`config.mk`:
```
export PLATFORM = sky130hd
export DESIGN_NAME = multu_sequencer
export DESIGN_NICKNAME = d
export VERILOG_FILES = /design/src/rtl/alu_pkg.sv /design/src/rtl/multu_step.sv /design/src/rtl/multu_sequencer.sv
export SDC_FILE = /design/constraint.sdc
export NUM_CORES = 1
export LEC_CHECK = 0
export CAP_MARGIN = 20
export CORE_ASPECT_RATIO = 0.7
export CORE_MARGIN = 4
export CORE_UTILIZATION = 40
export CTS_CLUSTER_DIAMETER = 30
export DETAILED_ROUTE_END_ITERATION = 10
export DONT_BUFFER_PORTS = 1
export HOLD_SLACK_MARGIN = 0.06
export RECOVER_POWER = 50
export SLEW_MARGIN = 20
export SYNTH_ARGS = -nofsm -noshare
export SYNTH_HDL_FRONTEND = slang
export SYNTH_SLANG_ARGS = --single-unit
```
`constraint.sdc`:
```
create_clock -name clk -period 2.88 [get_ports clk]
set_input_delay 0.432 -clock clk [delete_from_list [all_inputs] [get_ports clk]]
set_output_delay 0.432 -clock clk [all_outputs]
set_load 0.01 [all_outputs]
```
`src/rtl/alu_pkg.sv`:
```
// Shared ALU definitions: funct codes, multiply sequencer states and default operand width.
package alu_pkg;

  localparam int unsigned AluWidth = 32;

  localparam logic [5:0] FN_MULTU = 6'b011001;
  localparam logic [5:0] FN_MFHI  = 6'b010000;
  localparam logic [5:0] FN_MFLO  = 6'b010010;

  typedef enum logic [1:0] {
    StIdle,
    StRun,
    StWb
  } multu_state_e;

  // Instructions that depend on the HI/LO unit and must wait for an in-flight multiply.
  function automatic logic is_hilo_op(input logic [5:0] funct);
    return (funct == FN_MULTU) || (funct == FN_MFHI) || (funct == FN_MFLO);
  endfunction

endpackage

```
`src/rtl/multu_step.sv`:
```
// One shift-add iteration: retires BITS_PER_CYCLE multiplier bits into the accumulator.
module multu_step #(
  parameter int unsigned WIDTH          = 32,
  parameter int unsigned BITS_PER_CYCLE = 1
) (
  input  logic [2*WIDTH-1:0] acc_i,
  input  logic [2*WIDTH-1:0] mcand_i,
  input  logic [WIDTH-1:0]   mplier_i,
  output logic [2*WIDTH-1:0] acc_o,
  output logic [2*WIDTH-1:0] mcand_o,
  output logic [WIDTH-1:0]   mplier_o
);

  // mcand_i is already aligned to the current iteration's bit offset.
  always_comb begin
    acc_o = acc_i;
    for (int i = 0; i < BITS_PER_CYCLE; i++) begin
      if (mplier_i[i]) begin
        acc_o = acc_o + (mcand_i << i);
      end
    end
  end

  assign mcand_o  = mcand_i << BITS_PER_CYCLE;
  assign mplier_o = mplier_i >> BITS_PER_CYCLE;

endmodule

```
`src/rtl/multu_sequencer.sv`:
```
// Iterative MULTU controller with HI/LO registers and EX-stage stall generation.
// Optional MULTU_EARLY_TERM_EN: finish as soon as the remaining multiplier is zero.
module multu_sequencer
  import alu_pkg::*;
#(
  parameter int unsigned WIDTH          = AluWidth,
  parameter int unsigned BITS_PER_CYCLE = 1
) (
  input  logic             clk,
  input  logic             reset,
  input  logic             issue_valid,
  input  logic [5:0]       Funct,
  input  logic [WIDTH-1:0] dataA,
  input  logic [WIDTH-1:0] dataB,
  output logic             stall,
  output logic             busy,
  output logic             done,
  output logic [WIDTH-1:0] HiOut,
  output logic [WIDTH-1:0] LoOut,
  output logic [WIDTH-1:0] hilo_rdata
);

  localparam int unsigned NumIter = WIDTH / BITS_PER_CYCLE;
  localparam int unsigned CntW    = (NumIter > 1) ? $clog2(NumIter) : 1;
  localparam logic [CntW-1:0] LastCnt = CntW'(NumIter - 1);

  multu_state_e      state_q;
  logic [CntW-1:0]   count_q;
  logic [2*WIDTH-1:0] acc_q, mcand_q;
  logic [WIDTH-1:0]  mplier_q;

  logic [2*WIDTH-1:0] acc_nxt, mcand_nxt;
  logic [WIDTH-1:0]  mplier_nxt;
  logic              accept, run_last, accept_to_wb;

  multu_step #(
    .WIDTH          (WIDTH),
    .BITS_PER_CYCLE (BITS_PER_CYCLE)
  ) u_step (
    .acc_i    (acc_q),
    .mcand_i  (mcand_q),
    .mplier_i (mplier_q),
    .acc_o    (acc_nxt),
    .mcand_o  (mcand_nxt),
    .mplier_o (mplier_nxt)
  );

  assign accept = issue_valid && (Funct == FN_MULTU) && (state_q == StIdle);
  assign stall  = issue_valid && (state_q != StIdle) && is_hilo_op(Funct);
  assign busy   = (state_q == StRun);

`ifdef MULTU_EARLY_TERM_EN
  // Once no multiplier bits remain, further iterations would add nothing.
  assign run_last     = (count_q == LastCnt) || (mplier_nxt == '0);
  assign accept_to_wb = (dataB == '0);
`else
  assign run_last     = (count_q == LastCnt);
  assign accept_to_wb = 1'b0;
`endif

  always_comb begin
    hilo_rdata = '0;
    if (issue_valid) begin
      if (Funct == FN_MFHI) begin
        hilo_rdata = HiOut;
      end else if (Funct == FN_MFLO) begin
        hilo_rdata = LoOut;
      end
    end
  end

  always_ff @(posedge clk) begin
    if (reset) begin
      state_q  <= StIdle;
      count_q  <= '0;
      acc_q    <= '0;
      mcand_q  <= '0;
      mplier_q <= '0;
      HiOut    <= '0;
      LoOut    <= '0;
      done     <= 1'b0;
    end else begin
      done <= 1'b0;
      unique case (state_q)
        StIdle: begin
          if (accept) begin
            acc_q    <= '0;
            mcand_q  <= {{WIDTH{1'b0}}, dataA};
            mplier_q <= dataB;
            count_q  <= '0;
            state_q  <= accept_to_wb ? StWb : StRun;
          end
        end
        StRun: begin
          acc_q    <= acc_nxt;
          mcand_q  <= mcand_nxt;
          mplier_q <= mplier_nxt;
          count_q  <= count_q + 1'b1;
          if (run_last) begin
            state_q <= StWb;
          end
        end
        StWb: begin
          HiOut   <= acc_q[2*WIDTH-1:WIDTH];
          LoOut   <= acc_q[WIDTH-1:0];
          done    <= 1'b1;
          state_q <= StIdle;
        end
        default: state_q <= StIdle;
      endcase
    end
  end

endmodule

```
==> key figures, run 1 <==
Logic synthesis
  – Async S/R FF share, synth: 0%
  – Synthesized area: 0.01267 sq mm
  – Commonest cells post-synth: 352 x nand2_1, 232 x dfxtp_1, 193 x nor2_1
  – Sequential fraction of the synthesis area: 36.66%
  – Post-synth EDFFs: 0
  – Synth area leaders: dfxtp_1 37%, nand2_1 10%, ha_1 6.4%
  – Most frequent cell after synthesis: nand2_1
  – Ys Warns: 0
  – Yosys reg bits: 232
  – Mean post-synth cell area: 7.682 sq um
  – Top_reg_cell synth: dfxtp_1
  – Unique masters post-synth: 74
  – Top cell type's share of synthesized area: 36.66%
  – Synth area leader: dfxtp_1
  – Synth Net Count: 1788
  – Gate count of the mapped netlist: 1649

Floorplan
  – Placeable Area: 0.03121 sq mm
  – Die width: 220.7 um
  – Die area: 0.03463 sq mm
  – Rows: 54
  – Starting Density: 40.58%
  – I/O pin total: 172
  – Die Ht: 156.9 um

Route
  – DRC viols: 0
  – Vias after detailed routing: 12970
  – 1st-pass router iterations: 5
  – Via/cell ratio: 5.538
  – Routed Antenna Nets: 0
  – DR WL/cell: 18.94 um
  – Drt total wl: 44360 um
  – Drt initial violations: 1116

STA
  – Clock Skews: 0.03760 ns
  – Final Hold Viols: 0
  – Relative slew margins: -3.808%
  – Worst slew pin tran: 1.557 ns
  – Final period utilization: 105.2%
  – Setup violators final: 10
  – Min Tclk post-route: 3.030 ns
  – Fmax: 330.1 MHz
  – Slew Viols, Final: 38
  – Setup WS post-layout: -0.1497 ns
  – Unrepaired setup endpoints after global routing: true

Layout
  – Ratio of cells with drive above 1 in the final layout: 21.18%
  – Final cell count without fillers: 2342
  – N_diodes: 0
  – Filler Cell Count: 2865
  – P&R area growth vs syn: 37.25%
  – Final net count: 2024

Run status
  – Status: complete, but fails checks
  – Failing checks: capacitance limit, slew limit, setup timing

Clock network
  – CTS clk-pin slew, worst paths: 0.05 ns
  – Root buffer cell: clkbuf_16
  – Clock sink total: 232
  – CTS max path bufs: 3
  – CTS tree: built
  – CTS Buf Count: 46
  – Clock Latency Late Sink: 0.56 ns
  – H-tree Lvls: 2

Placed design
  – Placed cell count: 2158
  – DP HPWL: 31030 um
  – Gpl congestion: 0.9359
  – Port Buffers: 0
  – Dpl ws: -0.2283 ns

Critical path
  – Critical path data arrival time: 3.47 ns
  – CP required: 3.32 ns
  – Reg2reg end: acc_q[58]
  – CP endpoint kind: register
  – Worst reg-to-reg path cell count: 13
  – Worst Setup Path Type: reg -> reg
  – Worst setup SP type: register
  – Crit path from: mcand_q[0]
  – Critical-path cell list: ha_4 -> inv_2 -> fa_2 -> nand2b_4 -> a21oi_4 -> o21ai_2 -> o31a_1 -> o21ai_4 -> o21ai_4 -> o311ai_4 -> o211ai_1 -> a21o_1 -> a32o_1
  – CP Max Fanout: 4
  – Worst setup path end: acc_q[58]
  – Cell mode on critical path: o21ai_4
  – WP depth: 13
  – CP max stage delay: 0.38 ns
  – Buf+Inv Stages, Crit Path: 1
  – Reg2reg start: mcand_q[0]
  – Worst path top cell family by delay: compound AO/OA/AOI/OAI gates
  – Max stage delay cell, worst path: o311ai_4
  – R2r setup slk: -0.15 ns

Worst hold path
  – Worst min path class: in -> reg

Global route
  – Largest net degree at the start of global routing: 141
  – Initial antenna violation count: 0
  – GRT Total Usage: 24.54%
  – First-pass GRT wire length: 68110 um
  – Vias in the first global route: 12080
  – Grt ovf: 0

Power
  – Power per cell area: 508.0 mW/mm^2
  – Max VDD drop: 0.4217 mV
  – Leak: 7.039 nW

Job
  – Max-cap violations: 1
-- cell usage in the layout, fill, tap and decap left out, types with 47 or more instances in the layout --
master / count
nand2_1: 352
dfxtp_1: 222
buf_4: 210
nor2_1: 193
a21oi_1: 143
dlygate4sd3_1: 78
a311oi_1: 62
ha_1: 56
o21ai_0: 52
a22oi_1: 49
clkbuf_16: 47
-- power by group --
group	switching [mW]	total, mW	internal, mW
registers	0.00979	3.24	3.23
logic	0.112	0.200	0.0885
clock network	1.93	5.39	3.47
-- layout make-up --
type | instances | area (sq um) | share of cell area (%)
Multi-Input combinational cell | 1280 | 7995 | 45.98
Sequential cell | 232 | 4657 | 26.78
Timing Repair Buffer | 302 | 2532 | 14.56
Clock buffer | 55 | 1266 | 7.282
Tap cell | 420 | 525.5 | 3.022
Clock inverter | 30 | 324.1 | 1.864
Inverter | 23 | 87.58 | 0.5037
-- per-stage QoR --
step / total power, mW / area [sq um] / utilization (%) / hold WS, ns / setup TNS, ns
2_1_floorplan: 3.434 / 12680 / - / 0.4430 / 0
3_3_place_gp: 3.427 / 14350 / 45.96 / 0.4539 / -0.9721
3_5_place_dp: 3.430 / 14350 / 45.96 / 0.4623 / -1.908
4_1_cts: 8.912 / 16920 / 54.21 / 0.06017 / -0.5112
5_1_grt: 9.104 / 17390 / 55.70 / 0.07811 / -3.460
6_report: 8.833 / 17390 / 55.70 / 0.07587 / -0.4735
-- cells by family after synthesis --
| family | synth area share (%) |
|---|---|
| buf+inv | 4.178 |
| mux | 2.607 |
| xor+xnor | 4.217 |
| simple gates | 21.89 |
| compound gates | 23.87 |
| flops | 36.66 |
| fa+ha+maj | 6.578 |
-- registers in the layout, indices dropped and copies added, names as in the netlist --
register,count
acc_q,64
mcand_q,64
state_q,2
LoOut,32
HiOut,32
mplier_q,32
count_q,5
done,1
-- metal layers --
layer	vias to the layer above	global-route usage [%]	wire length (um)
met4	0	7.187	1169
met5	-	0	0
met1	6135	36.88	21590
li1	6337	-	-
met3	65	7.275	4018
met2	433	33.65	17580
-- timing repair --
action,4_1_cts,5_1_grt
hold buffers,80,0
buffers inserted,7,13
setup endpoints to repair,18,26
pin swaps,21,43
endpoints found under the hold margin,198,0
resized for setup,26,85
-- worst min-delay path by stage --
stage,from,endpoint,slack (ns),cells after the start
2_1_floorplan,acc_q[61],acc_q[61],0.44,2
3_3_place_gp,mplier_q[8],mplier_q[7],0.45,2
3_5_place_dp,mplier_q[5],mplier_q[4],0.46,2
4_1_cts,dataB[8],mplier_q[8],0.06,2
5_1_grt,dataB[0],mplier_q[0],0.08,2
6_report,dataB[31],mplier_q[31],0.08,2
Power figures use the tool's default switching activity.
==> run 2, diff against run 1 <==
CORE_ASPECT_RATIO = default   (was 0.7)
PLACE_DENSITY = 0.64   (was default)
==> key figures, run 2 (synthesized netlist as in run 1, its figures left out) <==
Global route
  – Largest net degree at the start of global routing: 140 (was 141)
  – Initial antenna violation count: 0 (unchanged)
  – First-pass GRT wire length: 67070 um (was 68110 um)
  – Vias in the first global route: 13090 (was 12080)
  – Grt ovf: 0 (unchanged)
  – GRT Total Usage: 23.72% (was 24.54%)

STA
  – Min Tclk post-route: 2.869 ns (was 3.030 ns)
  – Relative slew margins: 21.08% (was -3.808%)
  – Slew Viols, Final: 0 (was 38)
  – Setup violators final: 0 (was 10)
  – Setup WS post-layout: 0.01122 ns (was -0.1497 ns)
  – Setup TNS: 0 ns (was -0.4735 ns)
  – Worst slew pin tran: 1.184 ns (was 1.557 ns)
  – Final period utilization: 99.61% (was 105.2%)
  – Clock Skews: 0.03423 ns (was 0.03760 ns)
  – Hold slack: 0.07649 ns (was 0.07587 ns)
  – Final Hold Viols: 0 (unchanged)
  – Fmax: 348.6 MHz (was 330.1 MHz)
  – Unrepaired setup endpoints after global routing: true (unchanged)

Power
  – Leak: 7.185 nW (was 7.039 nW)
  – Max VDD drop: 0.4737 mV (was 0.4217 mV)
  – Power per cell area: 532.7 mW/mm^2 (was 508.0 mW/mm^2)
  – Tot Pwr: 9.573 mW (was 8.833 mW)

Layout
  – P&R area growth vs syn: 41.87% (was 37.25%)
  – Fin area: 0.01797 sq mm (was 0.01739 sq mm)
  – N_diodes: 0 (unchanged)
  – Commonest non-fill, non-tap cell in the layout: nand2_1 (unchanged)
  – Ratio of cells with drive above 1 in the final layout: 21.83% (was 21.18%)
  – Final cell count without fillers: 2352 (was 2342)
  – Final net count: 2053 (was 2024)
  – Filler Cell Count: 2743 (was 2865)
  – Multi-input logic area: 0.008107 sq mm (was 0.007995 sq mm)
  – Biggest regs: acc_q x64, mcand_q x64 (unchanged)
  – Reg area: 0.004662 sq mm (was 0.004657 sq mm)
  – Post-layout util: 58.14% (was 55.70%)
  – Commonest non-fill, non-tap cells in the layout: 351 x nand2_1, 218 x dfxtp_1, 206 x buf_4 (was 352 x nand2_1, 222 x dfxtp_1, 210 x buf_4)

Critical path
  – Worst Setup Path Type: reg -> reg (unchanged)
  – Max stage delay cell, worst path: fa_2 (was o311ai_4)
  – Critical-path cell list: buf_6 -> inv_2 -> fa_2 -> nand2b_4 -> a21oi_4 -> o21ai_2 -> o31a_1 -> o21ai_4 -> o21ai_4 -> o311ai_4 -> o211ai_1 -> a21o_1 -> a32o_1 (was ha_4 -> inv_2 -> fa_2 -> nand2b_4 -> a21oi_4 -> o21ai_2 -> o31a_1 -> o21ai_4 -> o21ai_4 -> o311ai_4 -> o211ai_1 -> a21o_1 -> a32o_1)
  – Reg2reg end: acc_q[58] (unchanged)
  – Reg2reg start: acc_q[1] (was mcand_q[0])
  – Critical path data arrival time: 3.30 ns (was 3.47 ns)
  – CP Max Fanout: 3 (was 4)
  – R2r setup slk: 0.01 ns (was -0.15 ns)
  – CP endpoint kind: register (unchanged)
  – Worst reg-to-reg path cell count: 13 (unchanged)
  – Worst setup SP type: register (unchanged)
  – CP max stage delay: 0.39 ns (was 0.38 ns)
  – CP required: 3.32 ns (about the same)
  – Cell mode on critical path: o21ai_4 (unchanged)

Route
  – Drt initial violations: 819 (was 1116)
  – Routed Antenna Nets: 0 (unchanged)
  – Drt total wl: 42900 um (was 44360 um)
  – DRC viols: 0 (unchanged)
  – Vias after detailed routing: 13130 (was 12970)
  – 1st-pass router iterations: 7 (was 5)
  – DR WL/cell: 18.24 um (was 18.94 um)
  – Via/cell ratio: 5.584 (was 5.538)

Clock network
  – CTS tree: built (unchanged)
  – Clock sink total: 232 (unchanged)
  – CTS max path bufs: 3 (unchanged)
  – CTS Buf Count: 52 (was 46)
  – Root buffer cell: clkbuf_16 (unchanged)
  – CTS clk-pin slew, worst paths: 0.05 ns (about the same)
  – H-tree Lvls: 2 (unchanged)
  – Clock Latency Late Sink: 0.56 ns (about the same)

Floorplan
  – Die area: 0.03458 sq mm (was 0.03463 sq mm)
  – Placeable Area: 0.03091 sq mm (was 0.03121 sq mm)
  – Die width: 186.0 um (was 220.7 um)
  – I/O pin total: 172 (unchanged)
  – Rows: 64 (was 54)
  – Die Ht: 186.0 um (was 156.9 um)
  – Starting Density: 40.99% (was 40.58%)

Placed design
  – Gpl congestion: 0.9478 (was 0.9359)
  – Dpl ws: -0.1717 ns (was -0.2283 ns)
  – Placed cell count: 2128 (was 2158)
  – DP HPWL: 28900 um (was 31030 um)
  – Post-DP Area: 0.01427 sq mm (was 0.01435 sq mm)
  – Port Buffers: 0 (unchanged)

Worst hold path
  – Hold path cells: 2 (unchanged)
  – Hold Crit Start: dataA[27] (was dataB[31])
  – Min-Delay Endpoint: mcand_q[27] (was mplier_q[31])
  – Worst min path class: in -> reg (unchanged)

Run status
  – Status: completed (was complete, but fails checks)

Job
  – Max-cap violations: 0 (was 1)
run 2: how the worst max path moves through the flow:
stage / startpoint / endpoint / slack [ns] / cells past startpoint
2_1_floorplan: acc_q[0] / acc_q[58] / 0.02 / 13
3_3_place_gp: acc_q[3] / acc_q[57] / -0.06 / 14
3_5_place_dp: acc_q[3] / acc_q[48] / -0.17 / 14
4_1_cts: mcand_q[0] / acc_q[58] / -0.09 / 13
5_1_grt: acc_q[6] / acc_q[63] / -0.13 / 12
6_report: acc_q[1] / acc_q[58] / 0.01 / 13
run 2: where the power goes:
group          switching [mW]  internal, mW
registers              0.0111          3.23
logic                   0.117         0.112
clock network            1.97          4.13
run 2: worst max-delay path, delay by kind of cell (launching register included):
| kind | cells | cell delay, ns |
|---|---|---|
| adders and majority gates | 1 | 0.39 |
| buffers and inverters | 2 | 0.14 |
| DFF | 1 | 0.34 |
| and+or+nand+nor | 1 | 0.16 |
| AOI/OAI and AO/OA | 9 | 1.73 |
run 2: what timing repair did:
action / 4_1_cts / 5_1_grt
resized for setup: 29 / 94
buffers inserted: 12 / 7
endpoints found under the setup margin: 20 / 29
hold endpoints to repair: 198 / 2
pin swaps: 20 / 44
hold buffers: 112 / 1
run 2: per-layer routing:
metal | GRT usage, % | up-vias | routed length [um]
met5 | 0 | - | 0
met3 | 4.202 | 79 | 2699
met2 | 39.22 | 443 | 19650
li1 | - | 6379 | -
met4 | 7.607 | 0 | 1273
met1 | 31.52 | 6232 | 19270
run 2: area by class of cell:
cell class	count	area share, %
well taps	396	2.757
clock inverters	37	2.513
flip-flops and latches	232	25.94
repair buffers	325	15.41
clock buffers	59	7.783
multi-input cells	1280	45.11
inverters	23	0.4873
